## src/rtl/regfile_wb_sched_pkg.sv

```systemverilog
// Shared definitions for the regfile write-port scheduler: default widths,
// arbiter state encodings and write-port constants.
package regfile_wb_sched_pkg;

    localparam int DATA_W_DEF   = 32;
    localparam int ADDR_W_DEF   = 5;
    localparam int NUM_REGS_DEF = 32;

    // Arbiter priority state: who wins when both requesters are valid.
    typedef enum logic {
        PRI_WB = 1'b0,
        PRI_LU = 1'b1
    } sched_state_e;

    localparam logic        WE_ON     = 1'b1;
    localparam logic        WE_OFF    = 1'b0;
    localparam logic [31:0] ZERO_WORD = 32'h0000_0000;

endpackage

```

## src/rtl/regfile_wb_sched_scoreboard.sv

```systemverilog
// Busy scoreboard: one bit per GPR marking an outstanding long-latency result.
// Issue sets a bit, an LU writeback grant clears it; set wins on a same-cycle
// collision and $0 is never marked busy.
module regfile_scoreboard
    import regfile_wb_sched_pkg::*;
#(
    parameter int ADDR_W   = ADDR_W_DEF,
    parameter int NUM_REGS = NUM_REGS_DEF
) (
    input  logic                clk,
    input  logic                rst,
    input  logic                set_i,
    input  logic [ADDR_W-1:0]   set_addr_i,
    input  logic                clr_i,
    input  logic [ADDR_W-1:0]   clr_addr_i,
    output logic [NUM_REGS-1:0] busy_vec_o
);

    logic [NUM_REGS-1:0] busy_q, busy_d;

    // Decode set/clear into masks and merge; set applied after clear so it wins.
    always_comb begin
        busy_d = busy_q;
        for (int i = 0; i < NUM_REGS; i++) begin
            if (clr_i && (clr_addr_i == ADDR_W'(i))) busy_d[i] = 1'b0;
            if (set_i && (set_addr_i == ADDR_W'(i))) busy_d[i] = 1'b1;
        end
        busy_d[0] = 1'b0;
    end

    // Scoreboard state register.
    always_ff @(posedge clk) begin
        if (rst) busy_q <= '0;
        else     busy_q <= busy_d;
    end

    assign busy_vec_o = busy_q;

endmodule

```

## src/rtl/regfile_wb_sched.sv

```systemverilog
// Regfile write-port scheduler: arbitrates the single GPR write port between
// pipeline writeback (WB) and a long-latency unit (LU), with an age counter
// that forces an LU win after STARVE_LIMIT consecutive lost conflicts.
// Optional build macro SCHED_STATS_EN adds conflict / forced-grant counters.
module regfile_wb_sched
    import regfile_wb_sched_pkg::*;
#(
    parameter int DATA_W       = DATA_W_DEF,
    parameter int ADDR_W       = ADDR_W_DEF,
    parameter int NUM_REGS     = NUM_REGS_DEF,
    parameter int STARVE_LIMIT = 4
) (
    input  logic                clk,
    input  logic                rst,
    input  logic                wb_valid_i,
    input  logic [ADDR_W-1:0]   wb_waddr_i,
    input  logic [DATA_W-1:0]   wb_wdata_i,
    output logic                wb_ready_o,
    input  logic                lu_issue_i,
    input  logic [ADDR_W-1:0]   lu_issue_addr_i,
    input  logic                lu_valid_i,
    input  logic [ADDR_W-1:0]   lu_waddr_i,
    input  logic [DATA_W-1:0]   lu_wdata_i,
    output logic                lu_ready_o,
    output logic                rf_we_o,
    output logic [ADDR_W-1:0]   rf_waddr_o,
    output logic [DATA_W-1:0]   rf_wdata_o,
`ifdef SCHED_STATS_EN
    output logic [15:0]         stat_conflicts_o,
    output logic [15:0]         stat_forced_o,
`endif
    output logic [NUM_REGS-1:0] busy_vec_o
);

    localparam logic [3:0] AGE_MAX = 4'(STARVE_LIMIT - 1);

    sched_state_e        state_q, state_d;
    logic [3:0]          age_q, age_d;
    logic                wb_gnt, lu_gnt, conflict;
    logic                rf_we_q, rf_we_d;
    logic [ADDR_W-1:0]   rf_waddr_q, rf_waddr_d;
    logic [DATA_W-1:0]   rf_wdata_q, rf_wdata_d;
    logic [ADDR_W-1:0]   gnt_addr;
    logic [DATA_W-1:0]   gnt_data;

    assign conflict = wb_valid_i && lu_valid_i;

    // Grant, priority FSM next state and starvation age.
    always_comb begin
        state_d = state_q;
        age_d   = age_q;
        wb_gnt  = 1'b0;
        lu_gnt  = 1'b0;
        if (!rst) begin
            if (conflict) begin
                lu_gnt = (state_q == PRI_LU);
                wb_gnt = !lu_gnt;
            end else begin
                wb_gnt = wb_valid_i;
                lu_gnt = lu_valid_i;
            end
        end
        if (lu_gnt || !lu_valid_i)
            age_d = 4'd0;
        else if (conflict && wb_gnt && (age_q != AGE_MAX))
            age_d = age_q + 4'd1;
        case (state_q)
            PRI_WB: if (conflict && wb_gnt && (age_q == AGE_MAX)) state_d = PRI_LU;
            PRI_LU: if (lu_gnt || !lu_valid_i) state_d = PRI_WB;
            default: state_d = PRI_WB;
        endcase
    end

    assign wb_ready_o = wb_gnt;
    assign lu_ready_o = lu_gnt;

    assign gnt_addr = lu_gnt ? lu_waddr_i : wb_waddr_i;
    assign gnt_data = lu_gnt ? lu_wdata_i : wb_wdata_i;

    // Write-port staging: writes to $0 are accepted but never reach the file,
    // and the address/data registers only move on a real write.
    always_comb begin
        rf_we_d    = WE_OFF;
        rf_waddr_d = rf_waddr_q;
        rf_wdata_d = rf_wdata_q;
        if ((wb_gnt || lu_gnt) && (gnt_addr != '0)) begin
            rf_we_d    = WE_ON;
            rf_waddr_d = gnt_addr;
            rf_wdata_d = gnt_data;
        end
    end

    // Arbiter state and registered regfile write port.
    always_ff @(posedge clk) begin
        if (rst) begin
            state_q    <= PRI_WB;
            age_q      <= 4'd0;
            rf_we_q    <= WE_OFF;
            rf_waddr_q <= '0;
            rf_wdata_q <= '0;
        end else begin
            state_q    <= state_d;
            age_q      <= age_d;
            rf_we_q    <= rf_we_d;
            rf_waddr_q <= rf_waddr_d;
            rf_wdata_q <= rf_wdata_d;
        end
    end

    assign rf_we_o    = rf_we_q;
    assign rf_waddr_o = rf_waddr_q;
    assign rf_wdata_o = rf_wdata_q;

    regfile_scoreboard #(
        .ADDR_W   (ADDR_W),
        .NUM_REGS (NUM_REGS)
    ) u_sb (
        .clk        (clk),
        .rst        (rst),
        .set_i      (lu_issue_i),
        .set_addr_i (lu_issue_addr_i),
        .clr_i      (lu_gnt),
        .clr_addr_i (lu_waddr_i),
        .busy_vec_o (busy_vec_o)
    );

`ifdef SCHED_STATS_EN
    logic [15:0] stat_conflicts_q, stat_forced_q;

    // Saturating counters: conflict cycles and LU grants forced by starvation.
    always_ff @(posedge clk) begin
        if (rst) begin
            stat_conflicts_q <= '0;
            stat_forced_q    <= '0;
        end else begin
            if (conflict && (stat_conflicts_q != 16'hFFFF))
                stat_conflicts_q <= stat_conflicts_q + 16'd1;
            if (lu_gnt && (state_q == PRI_LU) && (stat_forced_q != 16'hFFFF))
                stat_forced_q <= stat_forced_q + 16'd1;
        end
    end

    assign stat_conflicts_o = stat_conflicts_q;
    assign stat_forced_o    = stat_forced_q;
`else
    // No statistics hardware in this build.
`endif

endmodule

```

## config.mk

```make
export PLATFORM = sky130hd
export DESIGN_NAME = regfile_wb_sched
export DESIGN_NICKNAME = d
export VERILOG_FILES = /design/src/rtl/regfile_wb_sched_pkg.sv /design/src/rtl/regfile_wb_sched_scoreboard.sv /design/src/rtl/regfile_wb_sched.sv
export SDC_FILE = /design/constraint.sdc
export NUM_CORES = 1
export LEC_CHECK = 0
export CAP_MARGIN = 20
export CELL_PAD_IN_SITES_DETAIL_PLACEMENT = 1
export CELL_PAD_IN_SITES_GLOBAL_PLACEMENT = 1
export CORE_MARGIN = 5
export CORE_UTILIZATION = 33
export CTS_CLUSTER_DIAMETER = 200
export DETAILED_ROUTE_END_ITERATION = 6
export PLACE_DENSITY_LB_ADDON = 0.25
export SKIP_LAST_GASP = 1
export SLEW_MARGIN = 10
export SYNTH_ARGS = -nofsm -noshare
export SYNTH_HDL_FRONTEND = slang
export SYNTH_SLANG_ARGS = --single-unit
```

## constraint.sdc

```tcl
create_clock -name clk -period 4.2 [get_ports clk]
set_input_delay 0.63 -clock clk [delete_from_list [all_inputs] [get_ports clk]]
set_output_delay 0.63 -clock clk [all_outputs]
set_load 0.005 [all_outputs]
```

## After elaboration in Yosys (flattened, before gate mapping)

Cells that the tools add are included.

| cells by class | value |
|---|---|
| div/mod/pow operators | 0 |
| shift-type cells | 0 |
| $lt $le $gt $ge | 0 |
| reduce and logical (&&, ||, !) cells | 104 |
| equal/unequal tests | 64 |
| $mul | 0 |
| multiplexer cells | 72 |
| $add $sub $neg | 1 |
| bitwise gates (word level) | 1 |

Operators with widths:

| operator | number |
|---|---|
| == test 5 bit (second input constant) | 32 |
| == test 5 x 4 -> 1 bit (second input constant) | 16 |
| two-way mux 1 bit | 69 |
| logical AND 1 bit | 67 |
| nonzero test 2 bit | 31 |
| == test 5 x 3 -> 1 bit (second input constant) | 8 |
| two-way mux 32 bit | 1 |
| == test 5 x 2 -> 1 bit (second input constant) | 4 |
| == test 5 x 1 -> 1 bit (second input constant) | 2 |
| two-way mux 5 bit | 1 |
| nonzero test 5 bit | 1 |
| adder 4 x 1 -> 4 bit (second input constant) | 1 |
| == test 4 x 2 -> 1 bit (second input constant) | 1 |
| != test 4 x 2 -> 1 bit (second input constant) | 1 |
| zero test 1 bit | 2 |
| logical OR 1 bit | 2 |
| case mux 1 bit (2 select lines) | 1 |
| OR reduction 2 bit | 1 |
| inverter 1 bit | 1 |

| word-level totals | value |
|---|---|
| bits in latches | 0 |
| input bits | 84 |
| bits in read-only memories | 0 |
| RAM bits | 0 |
| memories kept | 0 |
| word-level logic and storage cells | 279 |
| register bits | 75 |
| output and inout port bits | 72 |

## Longest topological paths before layout

Gate-level depths: netlist of the first run.

| depth | value |
|---|---|
| word-level depth | 7 |
| gate-level depth with buffers | 7 |
| mapped depth without buffers | 5 |

## Cells and area by module

Synthesis of the first run repeated with hierarchy kept, for this count alone.

| unflattened totals | value |
|---|---|
| cells, all modules | 352 |
| area, all modules | 3525.9 um^2 |

By module, submodules not included:

| module | seq. area each (um^2) | times used | cells each | area each (um^2) |
|---|---|---|---|---|
| regfile_wb_sched | 860.8 | 1 | 215 | 2222.1 |
| regfile_scoreboard | 620.6 | 1 | 137 | 1303.8 |

## Worst setup path after synthesis of the first run

OpenSTA, ideal clock, no wires.

| timing | value |
|---|---|
| path kind | input to output |
| start point | in rst |
| end point | out lu_ready_o |
| buffers on the path | 2 |
| cell stages on the path | 5 |
| data required time | 3.570 ns |
| data arrival time | 1.464 ns |
| path slack | 2.106 ns |
| cell sequence | clkbuf_1 > nor2b_1 > nand2_1 > clkinv_1 > buf_2 |

| on the way | value |
|---|---|
| word-level cells in the longest chain between the ends | 1 |

RTL lines:

| item | RTL line | source |
|---|---|---|
| start, declared | regfile_wb_sched.sv:14 | `input logic rst,` |
| two-way mux 1 bit | regfile_wb_sched.sv:54 | `if (!rst) begin` |
| end, declared | regfile_wb_sched.sv:24 | `output logic lu_ready_o,` |

Every way passes these cells.

## Final worst setup path of the first run

Same ends and word-level chain as after synthesis.

==> flow_summary.ini, run 1 <==
[run_status]
status = complete, no violations

[sta]
final.setup_skew_ns = 0.0127
slew_viol_final = 0
setup_viol = 0
hold_violations = 0
fmax_ghz = 0.307
tns_ns = 0
worst_pin_slew_ns = 0.698
rsz0062_at_grt = no
final.period_utilization_pct = 77.6
finalCriticalPeriod_ns = 3.26
relSlewSlack_pct = 53.1

[route]
routed_wirelength_microns = 11600
first_pass_iters = 4
viasPerCell = 5.12
drc = 0
ant_nets = 0
num_vias = 3315
drt_iter0_markers = 137
wire_per_inst_microns = 18.0

[synthesis]
synthCells = 363
synth-seq-cells = 74
syn-num-nets = 448
syn_area_per_cell_sq_um = 9.53
synth-edff-count = 0
ys_seq_area_share_pct = 42.8
yosysTopAreaCell = dfxtp_1
yosys_warnings = 0
yosysTopAreaCellShare_pct = 42.8
async_reset_ff_share_pct = 0
yosysUniqueCellTypes = 39
yosys-top-cells-area = dfxtp_1 (43%), mux2i_1 (20%), nand2_1 (4.9%), o211ai_1 (4.3%), o21ai_0 (2.6%)
post_synth_instance_area_sq_mm = 0.00346
synth_ff_type = dfxtp_1

[cells_and_area]
final_cell_mix = clkdlybuf4s50_1 (154), dfxtp_1 (74), mux2i_1 (68)
regArea_sq_mm = 0.00148
multi_input_area_sq_mm = 0.00177
drive_gt1_share_pct = 5.66
layout.nets = 592
diodes = 0
fillers = 1177
area.growth.synth_to_final_pct = 51.1
final_common_cell = clkdlybuf4s50_1

[clock_network]
holdBufCountCts = 0
cts_root_buf = clkbuf_8
postCtsResizedCells = 0
ctsHtreeMaxLevel = 3
cts_buffer_depth = 2
cts_setup_buffers = 0
numCtsBuffers = 9
cts.sinks = 74
tritoncts = built
clk_pin_slew_ns = 0.07
clock_latency_ns = 0.34

[placed_design]
place_congestion = 0.796
numPortBuffers = 154
hpwl_microns = 9000

[global_routing]
antenna_found_initial = 0
grt-ovfl-total = 0
grt_usage_pct = 18.2
grtUsageMet3_pct = 4.74
grt_pass1_wl_microns = 18500
use_met2_pct = 33.1
grt_util_met1_pct = 21.4
grt_pass1_vias = 3559
grt_max_degree = 41
gr-max-usage-layer = met2

[power_and_ir_drop]
p_leak_nw = 1.87
peakVddDrop_mv = 0.145
powerDensity_mw_per_mm2 = 311
finalPower_mw = 1.62

[worst_setup_path]
timing.rr.start = state_q
reg2regPathDepth = 6
cp_data_arrival_time_ns = 2.63
end_kind = output pin
worst_setup_path_start_kind = primary input
worst-setup-path-type = in2out
reg2reg_to = rf_wdata_o[21]
crit_path_max_fanout = 9
reg2reg_slack_ns = 2.04
worstPathRequired_ns = 3.57

[worst_hold_path]
min_to = rf_wdata_o[14]
min_path_cells = 2
hold_class = reg2reg
hold_path.startpoint = rf_wdata_o[14]

[floorplanning]
fp.coreArea_sq_mm = 0.0103
rows = 37
initial_core_util_pct = 33.6
fp.dieW_microns = 112
die_y_microns = 112
io_pins = 156
die-area_sq_mm = 0.0126

[flow_run]
cap_violations = 0
critical path, stage by stage:
cell	delay [ns]
clkdlybuf4s50_1	0.61
nor2b_1	0.46
nand2_1	0.29
inv_2	0.11
clkdlybuf4s50_1	0.53
state kept, by name, indices dropped and copies added (netlist names):
register,cells
state_q,1
rf_waddr_o,5
rf_wdata_o,32
u_sb.busy_vec_o,31
rf_we_o,1
age_q,4
metrics by stage:
step | hold WS, ns | instance area [sq um] | worst slack [ns] | instances | utilization, %
after floorplan | 0.451 | 3460 | 2.11 | 363 | -
after global placement | 0.441 | 5050 | 0.996 | 632 | 49.1
after detailed placement | 0.450 | 5050 | 0.939 | 632 | 49.1
after CTS | 0.463 | 5230 | 0.943 | 648 | 50.8
after global routing | 0.493 | 5230 | 0.738 | 648 | 50.8
final | 0.459 | 5230 | 0.941 | 648 | 50.8
worst max path at each step:
stage / depth (start not counted) / start / slack [ns] / to
3_3_place_gp: 5 / rst / 1.0 / lu_ready_o
6_report: 5 / rst / 0.94 / lu_ready_o
3_5_place_dp: 5 / rst / 0.94 / lu_ready_o
4_1_cts: 5 / rst / 0.94 / lu_ready_o
2_1_floorplan: 5 / rst / 2.11 / lu_ready_o
5_1_grt: 5 / rst / 0.74 / lu_ready_o
cell type report:
type / count / area share (%)
multi-input combinational: 250 / 33.8
timing repair buffer: 159 / 30.2
sequential: 74 / 28.4
tap: 136 / 3.26
clock buffer: 10 / 2.63
inverter: 13 / 0.934
clock inverter: 6 / 0.790
per-layer routing:
| metal | up-vias | routed length, microns |
|---|---|---|
| met4 | 0 | 80 |
| met3 | 4 | 510 |
| li1 | 1614 | - |
| met5 | - | 0 |
| met1 | 1609 | 4980 |
| met2 | 88 | 6070 |
report_power, final:
part	switching [mW]	internal [mW]
combinational	0.141	0.205
clock	0.274	0.231
sequential	0.0232	0.749
total	0.439	1.18
kinds of logic after synthesis:
| group | share of synthesized area [%] |
|---|---|
| multiplexers | 19.7 |
| AND/OR/NAND/NOR | 15.2 |
| XOR/XNOR | 0.507 |
| AO/OA/AOI/OAI | 15.2 |
| other | 0.108 |
| flip-flops | 42.8 |
| buffers and inverters | 6.11 |
| adder cells (fa/ha/maj) | 0.362 |
cells in the mapped netlist, types with 6 or more instances:
library cell,count
dfxtp_1,74
nor2_1,9
nand3_1,9
clkbuf_1,17
inv_1,12
a211oi_1,6
o32ai_1,8
o21ai_0,18
nand2_1,45
nor2b_1,7
a32o_1,8
o211ai_1,20
mux2i_1,68
(Power assumes the default switching activity.)
==> inputs of run 2 (changes only) <==
- CORE_UTILIZATION: 33 -> 30
- clock period: 4.2 -> 3.25 ns (I/O delays scaled with it)
==> run 2 against run 1 <==
  * Critical path depth unchanged
  * Via count up 2.2%
  * Worst hold slack better by 0.0028 ns
  * Sequential share of layout area down 1.4 points
  * Power up 63%
  * Register-to-register slack worse by 0.98 ns
  * Clock skew down 0.0085 ns
  * Utilization down 2.5 points
  * First-iteration DRC count up 8.8%
  * Largest power group is now clock
==> flow_summary.ini, run 2 (synthesis gave the netlist of run 1 again) <==
[sta]
fin_ws_ns = 0.332
fmax_ghz = 0.343
slew_viol_final = 0
hold_violations = 0
finalCriticalPeriod_ns = 2.92
rsz0062_at_grt = no
setup_viol = 0
worst_pin_slew_ns = 0.667
final.setup_skew_ns = 0.00417
relSlewSlack_pct = 55.5
final.period_utilization_pct = 89.8
tns_ns = 0

[power_and_ir_drop]
powerDensity_mw_per_mm2 = 481
p_sw_mw = 0.607
seq_power_share_pct = 37.9
switching_share_pct = 23.0
peakVddDrop_mv = 0.351
power_frac_clock_pct = 44.4
p_int_mw = 2.03
combPwrFrac_pct = 17.7
p_leak_nw = 2.01

[clock_network]
postCtsResizedCells = 0
cts.sinks = 74
cts_root_buf = clkbuf_16
cts_buffer_depth = 2
cts_setup_buffers = 0
clk_pin_slew_ns = 0.06
holdBufCountCts = 0
tritoncts = built
ctsHtreeMaxLevel = 3
clock_latency_ns = 0.34
numCtsBuffers = 9

[worst_setup_path]
worst-setup-path-type = in2out
worstPathRequired_ns = 2.76
cp_data_arrival_time_ns = 2.43
crit_path_max_fanout = 7
worst_setup_path_start_kind = primary input
end_kind = output pin

[floorplanning]
initial_core_util_pct = 30.4
io_pins = 156
die-area_sq_mm = 0.0138
die_y_microns = 117
fp.coreArea_sq_mm = 0.0114
fp.dieW_microns = 117
rows = 39

[placed_design]
hpwl_microns = 9770
pre_cts_slack_ns = 0.247
placed_area_sq_mm = 0.00514
place_congestion = 0.809
numPortBuffers = 154
post-place-cells = 647

[route]
drt_iter0_markers = 149
viasPerCell = 5.11
num_vias = 3387
wire_per_inst_microns = 18.9
ant_nets = 0
first_pass_iters = 4
routed_wirelength_microns = 12500
drc = 0

[cells_and_area]
area.growth.synth_to_final_pct = 58.8
diodes = 0
final_common_cell = clkdlybuf4s50_1
final_cell_mix = clkdlybuf4s50_1 (154), dfxtp_1 (74), mux2i_1 (68)
largest_reg_flops = 32
finalInstanceArea_sq_mm = 0.00549
instances_no_fill = 663
drive_gt1_share_pct = 7.12
layout.nets = 600

[global_routing]
grt_pass1_vias = 3609
grt-ovfl-total = 0
grt_usage_pct = 18.3
grt_max_degree = 40
grt_pass1_wl_microns = 20400
antenna_found_initial = 0

[run_status]
status = complete, no violations

[worst_hold_path]
hold_class = reg2reg

[flow_run]
cap_violations = 0
==> run 2: changes by cell type in the layout (fill, tap and decap cells not counted) <==
cell        previous run  this run
buf_4                  5        11
clkbuf_8              10         2
clkbuf_16              0         9
clkinvlp_4             3         0
inv_6                  1         0
bufinv_16              0         3
buf_12                 0         2
==> run 2: final cells by class <==
type / instances / area [sq um]
flip-flops and latches: 74 / 1480
inverters: 13 / 48.8
repair buffers: 167 / 1660
multi-input cells: 250 / 1770
clock buffers: 11 / 253
clock inverters: 5 / 100
well taps: 143 / 179
fillers: 1303 / 5880
==> run 2: worst max-delay path: stages <==
cell	delay (ns)
clkdlybuf4s50_1	0.51
nor2b_1	0.47
nand2_1	0.30
inv_2	0.11
clkdlybuf4s50_1	0.55
==> run 2: per-layer routing <==
metal	global-route usage [%]	part of all wire, %	vias to the layer above
li1	-	-	1635
met1	22.3	43	1650
met2	31.4	51	91
met3	5.15	4.5	11
met4	4.93	1.5	0
met5	0	0	-
==> run 2: path summary, 6_finish.rpt <==
path	slack [ns]	start	to	cells after the start
max	0.33	lu_valid_i	lu_ready_o	5
min	0.46	rf_wdata_o[25]	rf_wdata_o[25]	2
max reg2reg	1.06	state_q	rf_waddr_o[0]	6
min reg2reg	0.46	rf_wdata_o[25]	rf_wdata_o[25]	2
==> run 2: power groups by stage <==
stage	Sequential [mW]	Clock (mW)	Combinational, mW
floorplan	1.02	0	0.182
finish	1.00	1.17	0.467
CTS	1.00	1.20	0.474
detailed placement	1.02	0	0.470
global route	1.01	1.23	0.504
global placement	1.02	0	0.460
==> run 2: through the flow <==
stage / hold WS [ns] / power [mW] / util (%)
4_1_cts: 0.462 / 2.67 / 48.3
5_1_grt: 0.478 / 2.74 / 48.3
2_1_floorplan: 0.451 / 1.21 / -
3_5_place_dp: 0.446 / 1.49 / 45.2
6_report: 0.462 / 2.64 / 48.3
3_3_place_gp: 0.442 / 1.48 / 45.2
